==> config.mk <==
export PLATFORM = sky130hd
export DESIGN_NAME = fpcvt_pipe
export DESIGN_NICKNAME = d
export VERILOG_FILES = /design/src/rtl/fpcvt_pkg.sv /design/src/rtl/fpcvt_lod.sv /design/src/rtl/fpcvt_pipe.sv
export SDC_FILE = /design/constraint.sdc
export NUM_CORES = 1
export LEC_CHECK = 0
export CAP_MARGIN = 0
export CORE_MARGIN = 3
export CORE_UTILIZATION = 23
export CTS_CLUSTER_SIZE = 24
export DETAILED_ROUTE_END_ITERATION = 10
export GPL_ROUTABILITY_DRIVEN = 1
export RECOVER_POWER = 25
export SLEW_MARGIN = 20
export SYNTH_ARGS = -nofsm -noshare
export SYNTH_HDL_FRONTEND = slang
export SYNTH_SLANG_ARGS = --single-unit
==> constraint.sdc <==
create_clock -name clk -period 3.2 [get_ports clk]
set_clock_uncertainty 0.05 [all_clocks]
set_input_delay 0.64 -clock clk [delete_from_list [all_inputs] [get_ports clk]]
set_output_delay 0.64 -clock clk [all_outputs]
set_load 0.005 [all_outputs]
==> src/rtl/fpcvt_pkg.sv <==
// Shared constants for the integer-to-small-float conversion pipeline.
package fpcvt_pkg;

    // Default geometry: 12-bit two's-complement in, 3-bit exponent, 4-bit significand out.
    localparam int W_DEF     = 12;
    localparam int EXP_W_DEF = 3;
    localparam int MAN_W_DEF = 4;

    // Stage 1 payload: sign, magnitude (w-1 bits), rounding request.
    function automatic int s1_pay_w(input int w);
        return 1 + (w - 1) + 1;
    endfunction

    // Stage 2 payload: sign, exponent, truncated significand, round bit, rounding request.
    function automatic int s2_pay_w(input int exp_w, input int man_w);
        return 1 + exp_w + man_w + 1 + 1;
    endfunction

    // Stage 3 payload: the final sign/exponent/significand triple.
    function automatic int s3_pay_w(input int exp_w, input int man_w);
        return 1 + exp_w + man_w;
    endfunction

endpackage

==> src/rtl/fpcvt_lod.sv <==
// Leading-one detector: position of the most-significant set bit plus an all-zero flag.
module fpcvt_lod #(
    parameter int N  = 11,
    parameter int PW = (N > 1) ? $clog2(N) : 1
) (
    input  logic [N-1:0]  v,
    output logic [PW-1:0] p,
    output logic          zero
);

    // Scan upward so the highest set bit is the last one to win.
    always_comb begin
        p    = '0;
        zero = ~|v;
        for (int i = 0; i < N; i++) begin
            if (v[i]) p = PW'(i);
        end
    end

endmodule

==> src/rtl/fpcvt_pipe.sv <==
// Three-stage two's-complement to sign/exponent/significand converter with
// a single global advance enable (the whole pipe stalls together).
module fpcvt_pipe
    import fpcvt_pkg::*;
#(
    parameter int W     = W_DEF,
    parameter int EXP_W = EXP_W_DEF,
    parameter int MAN_W = MAN_W_DEF
) (
    input  logic             clk,
    input  logic             rst_n,
    input  logic             in_valid,
    output logic             in_ready,
    input  logic [W-1:0]     d,
    input  logic             rnd_en,
    output logic             out_valid,
    input  logic             out_ready,
    output logic             s,
    output logic [EXP_W-1:0] e,
    output logic [MAN_W-1:0] f
);

    localparam int N  = W - 1;
    localparam int PW = $clog2(N);

    // The largest exponent the magnitude can need must fit the exponent field.
    if (W < 4 || EXP_W < 1 || MAN_W < 1 || MAN_W > N || (N - MAN_W) > (2**EXP_W - 1)) begin : g_bad_params
        $error("fpcvt_pipe: illegal W/EXP_W/MAN_W combination");
    end

    logic adv;
    assign adv      = out_ready || !out_valid;
    assign in_ready = adv;

    // ---------------- stage 1: sign and magnitude ----------------
    logic [N-1:0] low, mag_c;
    logic         v1, s1, r1;
    logic [N-1:0] mag1;

    // Negative inputs are negated in N bits; the most-negative code has no
    // positive twin, so it clamps to the largest magnitude.
    always_comb begin
        low   = d[N-1:0];
        mag_c = low;
        if (d[W-1]) mag_c = (low == '0) ? '1 : (~low) + N'(1);
    end

    // Stage 1 register.
    always_ff @(posedge clk) begin
        if (!rst_n) begin
            v1 <= 1'b0; s1 <= 1'b0; r1 <= 1'b0; mag1 <= '0;
        end else if (adv) begin
            v1 <= in_valid; s1 <= d[W-1]; r1 <= rnd_en; mag1 <= mag_c;
        end
    end

    // ---------------- stage 2: normalise ----------------
    logic [PW-1:0]    p, sh;
    logic             zero, big, rb_c;
    logic [N:0]       wide;
    logic [EXP_W-1:0] e_c;
    logic [MAN_W-1:0] f_c;
    logic             v2, s2, r2, rb2;
    logic [EXP_W-1:0] e2;
    logic [MAN_W-1:0] f2;

    fpcvt_lod #(.N(N), .PW(PW)) u_lod (
        .v    (mag1),
        .p    (p),
        .zero (zero)
    );

    // Shift the window so the leading one lands at the significand MSB; the
    // extra zero appended below the LSB makes the round bit fall out as wide[0].
    always_comb begin
        big  = !zero && (p >= PW'(MAN_W));
        sh   = p - PW'(MAN_W - 1);
        wide = {mag1, 1'b0} >> sh;
        e_c  = big ? EXP_W'(sh) : '0;
        f_c  = big ? wide[MAN_W:1] : mag1[MAN_W-1:0];
        rb_c = big && wide[0];
    end

    // Stage 2 register.
    always_ff @(posedge clk) begin
        if (!rst_n) begin
            v2 <= 1'b0; s2 <= 1'b0; r2 <= 1'b0; rb2 <= 1'b0; e2 <= '0; f2 <= '0;
        end else if (adv) begin
            v2 <= v1; s2 <= s1; r2 <= r1; rb2 <= rb_c; e2 <= e_c; f2 <= f_c;
        end
    end

    // ---------------- stage 3: round and saturate ----------------
    logic [MAN_W:0]   fs;
    logic [EXP_W:0]   es;
    logic [MAN_W-1:0] f_r, f_o;
    logic [EXP_W-1:0] e_o;
    logic             v3;

    // A carry out of the significand renormalises to 100..0 with exponent+1;
    // a carry out of the exponent clamps the whole result to all ones.
    always_comb begin
        fs  = {1'b0, f2} + (MAN_W+1)'(r2 && rb2);
        es  = {1'b0, e2} + (EXP_W+1)'(fs[MAN_W]);
        f_r = fs[MAN_W] ? (MAN_W'(1) << (MAN_W - 1)) : fs[MAN_W-1:0];
        e_o = es[EXP_W] ? '1 : es[EXP_W-1:0];
        f_o = es[EXP_W] ? '1 : f_r;
    end

    // Output register; holds while downstream stalls.
    always_ff @(posedge clk) begin
        if (!rst_n) begin
            v3 <= 1'b0; s <= 1'b0; e <= '0; f <= '0;
        end else if (adv) begin
            v3 <= v2; s <= s2; e <= e_o; f <= f_o;
        end
    end

    assign out_valid = v3;

endmodule

# Word-level counts from Yosys, hierarchy flattened
# Index checks and enable logic that the tools add are counted.
# classes
n_addsub	4
n_shift	1
n_reduce_logical	7
bitwise	1
muxes	17
order_cmp	1
# ops
operator	count
2-to-1 mux 4 bit	6
2-to-1 mux 11 bit	2
2-to-1 mux 3 bit	6
>> shifter 12 x 4 -> 5 bit	1
adder 11 x 1 -> 11 bit, second input constant	1
logical NOT 11 bit	1
inverter 11 bit	1
OR reduction 11 bit	1
adder 4 x 1 -> 5 bit	1
adder 3 x 1 -> 4 bit	1
>= comparator 4 x 3 -> 1 bit, second input constant	1
2-to-1 mux 2 bit	2
subtractor 4 x 2 -> 4 bit, second input constant	1
logical AND 1 bit	3
logical NOT 1 bit	1
logical OR 1 bit	1
2-to-1 mux 1 bit	1
# totals
output_inout_bits	10
register_bits	34
wordCells	45

# Longest topological paths before layout
# logic_depth
word_depth	13
ltp_mapped	12
mapped_depth_nobuf	10

# Hierarchy
# A second synthesis with hierarchy kept.
# hier_totals
cells_unflattened	234
hier_area_um2	2053.2
# by_module_without_submodules
module	seq_area_each_um2	area_per_inst_um2	instances	cells_each
fpcvt_pipe	680.7	1948.1	1	217
fpcvt_lod	0.0	105.1	1	17

# Least setup slack after synthesis
# OpenSTA, ideal clock, no wires.
# synth_path
kind	register to register
startpoint	register mag1[5]
endpoint	register f2[2]
setup_time_ps	130
path_stages_with_launch	10
t_required_ps	3020
arrival_time_ps	2472
setup_slack_ps	548
synth_period_minus_slack_ps	2652
n_path_buf	2
cell_sequence	dfxtp_1 inv_2 o311a_4 a21oi_4 buf_6 ha_1 clkbuf_1 mux4_2 a2111oi_0 nor3_1
# synth_via
elab_chain_len	9
# synth_lines
element	line	text
start: declaration	fpcvt_pipe.sv:38	logic [N-1:0] mag1;
start signal: assignment	fpcvt_pipe.sv:53	v1 <= in_valid; s1 <= d[W-1]; r1 <= rnd_en; mag1 <= mag_c;
2-to-1 mux 3 bit (3 in series)	fpcvt_lod.sv:16	if (v[i]) p = PW'(i);
2-to-1 mux 4 bit (3 in series)	fpcvt_lod.sv:16	
subtractor 4 x 2 -> 4 bit or >= comparator 4 x 3 -> 1 bit (tied branches)	fpcvt_pipe.sv:77, fpcvt_pipe.sv:76	
>> shifter 12 x 4 -> 5 bit or logical AND 1 bit (tied branches)	fpcvt_pipe.sv:78, fpcvt_pipe.sv:76	
2-to-1 mux 4 bit *	fpcvt_pipe.sv:80	f_c = big ? wide[MAN_W:1] : mag1[MAN_W-1:0];
end signal: assignment	fpcvt_pipe.sv:87	v2 <= 1'b0; s2 <= 1'b0; r2 <= 1'b0; rb2 <= 1'b0; e2 <= '0; f2 <= '0;
end signal: assignment	fpcvt_pipe.sv:89	v2 <= v1; s2 <= s1; r2 <= r1; rb2 <= rb_c; e2 <= e_c; f2 <= f_c;
end: declaration	fpcvt_pipe.sv:65	logic [MAN_W-1:0] f2;
# Mark *: on every way between the ends. The rest lies on a longest branch, timed or not.
# A chain may end at the register's enable or synchronous reset.

# Final worst setup path
# Ends and elaborated chain as after synthesis.

==> Implementation_results.wiki <==
{| class="wikitable"
! Metric !! Value
|-
| Outcome || finished clean
|-
| Switching power summed over all nets || 0.0003922 W
|-
| Switching share of total power || 31.93%
|-
| Share of power burned in the clock network || 26.6%
|-
| Nets || 287
|-
| Endpoint of the worst-slack reg-to-reg timing path || f2[2]$_SDFFE_PN0P_
|-
| Launch point of the worst reg-to-reg path || mag1[5]$_SDFFE_PN0P_
|-
| Crit. End Element || flop
|-
| Leakage Power || 0.9421 nW
|-
| Seq pwr share || 43.0%
|-
| Launch instance of the worst min-delay path || s$_SDFFE_PN0P_
|-
| Type of origin of the critical path || flop
|-
| CTS H-Tree Depth || 2
|-
| Setup CP Type || reg -> reg
|-
| Cell types with the largest area share after synthesis || dfxtp_1 (34%), a21oi_1 (6.2%), nand2_1 (5.2%), o21ai_0 (5.0%), xor2_1 (3.9%)
|-
| Number of pins exceeding their max-slew limit in the final report || 0
|-
| Hold buffer count at cts || 0
|-
| Buffer cell driving the clock tree root || clkbuf_8
|-
| Synth warn || 0
|-
| Share of final-layout standard cells stronger than drive strength 1 || 11.32%
|-
| TritonCTS buffer count || 5
|-
| Hold violation total from the final report || 0
|-
| Combinational cell fraction of total power || 30.4%
|-
| DR vias || 1,883
|-
| Number of DRC markers after the initial detailed-route iteration || 108
|-
| Sink Count || 34
|-
| Count of buffers inserted at the top-level ports || 26
|-
| Horiz. Die Dim || 99.76 um
|-
| Number of nets in the synthesized netlist || 265
|-
| Largest net degree at the start of global routing || 29
|-
| Max transition margin || 54.87%
|-
| Maximum capacitance violations || 0
|-
| Worst hold-check path type || reg -> reg
|-
| Remaining DRCs || 0
|-
| Top achievable clock speed || 0.3601 GHz
|-
| I/O pin count || 27
|-
| Required time of the critical path || 3.32 ns
|-
| Std-Cell Rows || 33
|-
| Total global routing track utilization || 10.11%
|-
| Die ar. || 9952 sq um
|-
| Initial core utilization || 24.12%
|-
| Wire length of the first global-routing pass || 8342 um
|-
| Core ar. || 8382 sq um
|-
| Worst setup slack before clock tree synthesis || 0.4376 ns
|-
| Aggregate routed wire length || 4834 um
|-
| Total power density per cell area || 498.7 nW/um^2
|-
| Cell type with the highest aggregate area in the netlist || dfxtp_1
|-
| Post-synthesis instance area || 2022 sq um
|-
| Share of async-settable or async-resettable flops after synthesis || 0%
|-
| Via count of the first global-routing pass || 1,848
|-
| Clock latency on the worst-skew pair || 0.29 ns
|-
| Setup Buffers After CTS || 0
|-
| Area growth from synthesis to final layout || 21.78%
|-
| Initial antenna violation count || 0
|-
| Die Y-Extent || 99.76 um
|-
| Post-DR wirelength/cell || 13.06 um
|-
| Biggest fanout along the worst timing path || 11
|-
| Summed negative setup slack over all endpoints || 0 ns
|-
| TritonCTS clock tree || built
|-
| # diodes || 0
|-
| CP arrival || 2.90 ns
|-
| Leading cell type in the layout, fill and taps excluded || dfxtp_1
|-
| Buffer levels on the longest clock path || 2
|-
| Number of synthesized flops with an enable pin || 0
|-
| Sequential area share after synthesis || 33.66%
|-
| Share of the synthesized area in the top cell type || 33.66%
|-
| Per-instance average area after synthesis || 8.355 sq um
|-
| Cell count after synthesis || 242
|-
| Number of detailed-routing iterations run before antenna repair || 4
|-
| Crit path time final || 2.777 ns
|-
| Period Utilization, post-route || 86.78%
|-
| Synth unique cells || 51
|-
| Final-layout fill cell count || 882
|-
| Flip-flop and latch count after synthesis || 34
|-
| Setup slack on the worst flop-to-flop path || 0.42 ns
|-
| Count of cells along the worst hold path || 2
|-
| CTS clk-pin slew, worst paths || 0.07 ns
|-
| Int Pwr || 0.0008359 W
|-
| Most common flop cell mapped by yosys || dfxtp_1
|-
| Post-layout power || 0.001228 W
|-
| RSZ-0062 raised after global routing || false
|-
| Post-detailed-route via-to-cell ratio || 5.089
|-
| Maximum vdd drop || 0.2875 mV
|-
| Least setup slack across all paths after layout || 0.4229 ns
|-
| Endpoint, Worst Hold || s$_SDFFE_PN0P_
|-
| Antenna Nets Post-Route || 0
|-
| DP HPWL || 3440 um
|-
| Final estimated routing congestion in global placement || 0.8959
|-
| Post-CTS Resized || 0
|-
| Cells on worst reg2reg path || 7
|-
| Total grt overflow || 0
|-
| Count of endpoints failing setup in the final report || 0
|-
| Worst Tran Pin Value || 0.6745 ns
|-
| Commonest cells after routing, fill and taps aside || dfxtp_1 (34), nand2_1 (28), a21oi_1 (25)
|}
cell type report:
type / instances / area, sq um / area share [%]
multi-input combinational: 182 / 1224 / 49.70
sequential: 34 / 680.7 / 27.64
timing repair buffer: 31 / 297.8 / 12.09
tap: 105 / 131.4 / 5.335
clock buffer: 7 / 86.33 / 3.506
inverter: 10 / 37.54 / 1.524
clock inverter: 1 / 5.005 / 0.2033
sequential cells by signal, summed over array words and instances (netlist names):
register and count:
e 3, e2 3, f 4, f2 4, mag1 11, out_valid 1, r1 1, r2 1
rb2 1, s 1, s1 1, s2 1, v1 1, v2 1
through the flow:
stage / hold slack (ns) / cell area, sq um / std cells / util (%)
finish: 0.4003 / 2462 / 370 / 29.38
detailed placement: 0.3965 / 2371 / 362 / 28.29
CTS: 0.4063 / 2462 / 370 / 29.38
global placement: 0.3867 / 2371 / 362 / 28.29
floorplan: 0.3773 / 2022 / 242 / -
global route: 0.4252 / 2462 / 370 / 29.38
cells in the mapped netlist (6+ instances only):
cell type,n
clkbuf_1,11
dfxtp_1,34
o21ai_0,20
inv_1,7
nor3_1,10
ha_1,6
nor2_1,13
a221oi_1,7
xor2_1,9
nand2_1,28
a21oi_1,25
power by group through the flow:
stage                     clock, W  combinational, W  sequential (W)
final                     0.000327          0.000373        0.000528
after global routing      0.000354          0.000412        0.000535
after CTS                 0.000337          0.000377        0.000527
after detailed placement         0          0.000374        0.000536
after global placement           0          0.000372        0.000536
after floorplan                  0          0.000278        0.000520
logic make-up (layout without fill, tap and decap cells):
logic type | after synthesis | count (layout) | synth area share, %
muxes | 8 | 8 | 5.569
xor gates and xnor gates | 14 | 14 | 6.064
AOI/OAI and AO/OA | 79 | 79 | 26.80
DFF | 34 | 34 | 33.66
adders and majority gates | 6 | 6 | 3.713
buffers and inverters | 26 | 49 | 5.817
and+or+nand+nor | 75 | 75 | 18.38
how the worst max path moves through the flow:
stage | from | endpoint | slack [ns] | depth (start not counted)
2_1_floorplan | mag1[5]$_SDFFE_PN0P_ | f2[2]$_SDFFE_PN0P_ | 0.55 | 9
3_3_place_gp | mag1[5]$_SDFFE_PN0P_ | f2[2]$_SDFFE_PN0P_ | 0.50 | 7
3_5_place_dp | mag1[5]$_SDFFE_PN0P_ | f2[2]$_SDFFE_PN0P_ | 0.44 | 7
4_1_cts | mag1[5]$_SDFFE_PN0P_ | f2[2]$_SDFFE_PN0P_ | 0.43 | 7
5_1_grt | mag1[6]$_SDFFE_PN0P_ | f2[2]$_SDFFE_PN0P_ | 0.21 | 9
6_report | mag1[5]$_SDFFE_PN0P_ | f2[2]$_SDFFE_PN0P_ | 0.42 | 7
metal layers:
metal  part of all wire [%]  vias to the layer above  GRT usage (%)  wire, um
met4                    2.3                        0          3.992       110
met3                    3.7                       13          1.683       181
met5                      0                        -              0         0
li1                       -                      925              -         -
met1                     43                      898          12.15      2100
met2                     50                       47          17.80      2441
critical path: stages, from the launching register on:
cell       delay [ns]
dfxtp_1          0.44
inv_2            0.08
o311a_4          0.40
a21oi_4          0.30
ha_1             0.39
mux4_2           0.55
a2111oi_0        0.37
nor3_1           0.08
Power figures use the tool's default switching activity.
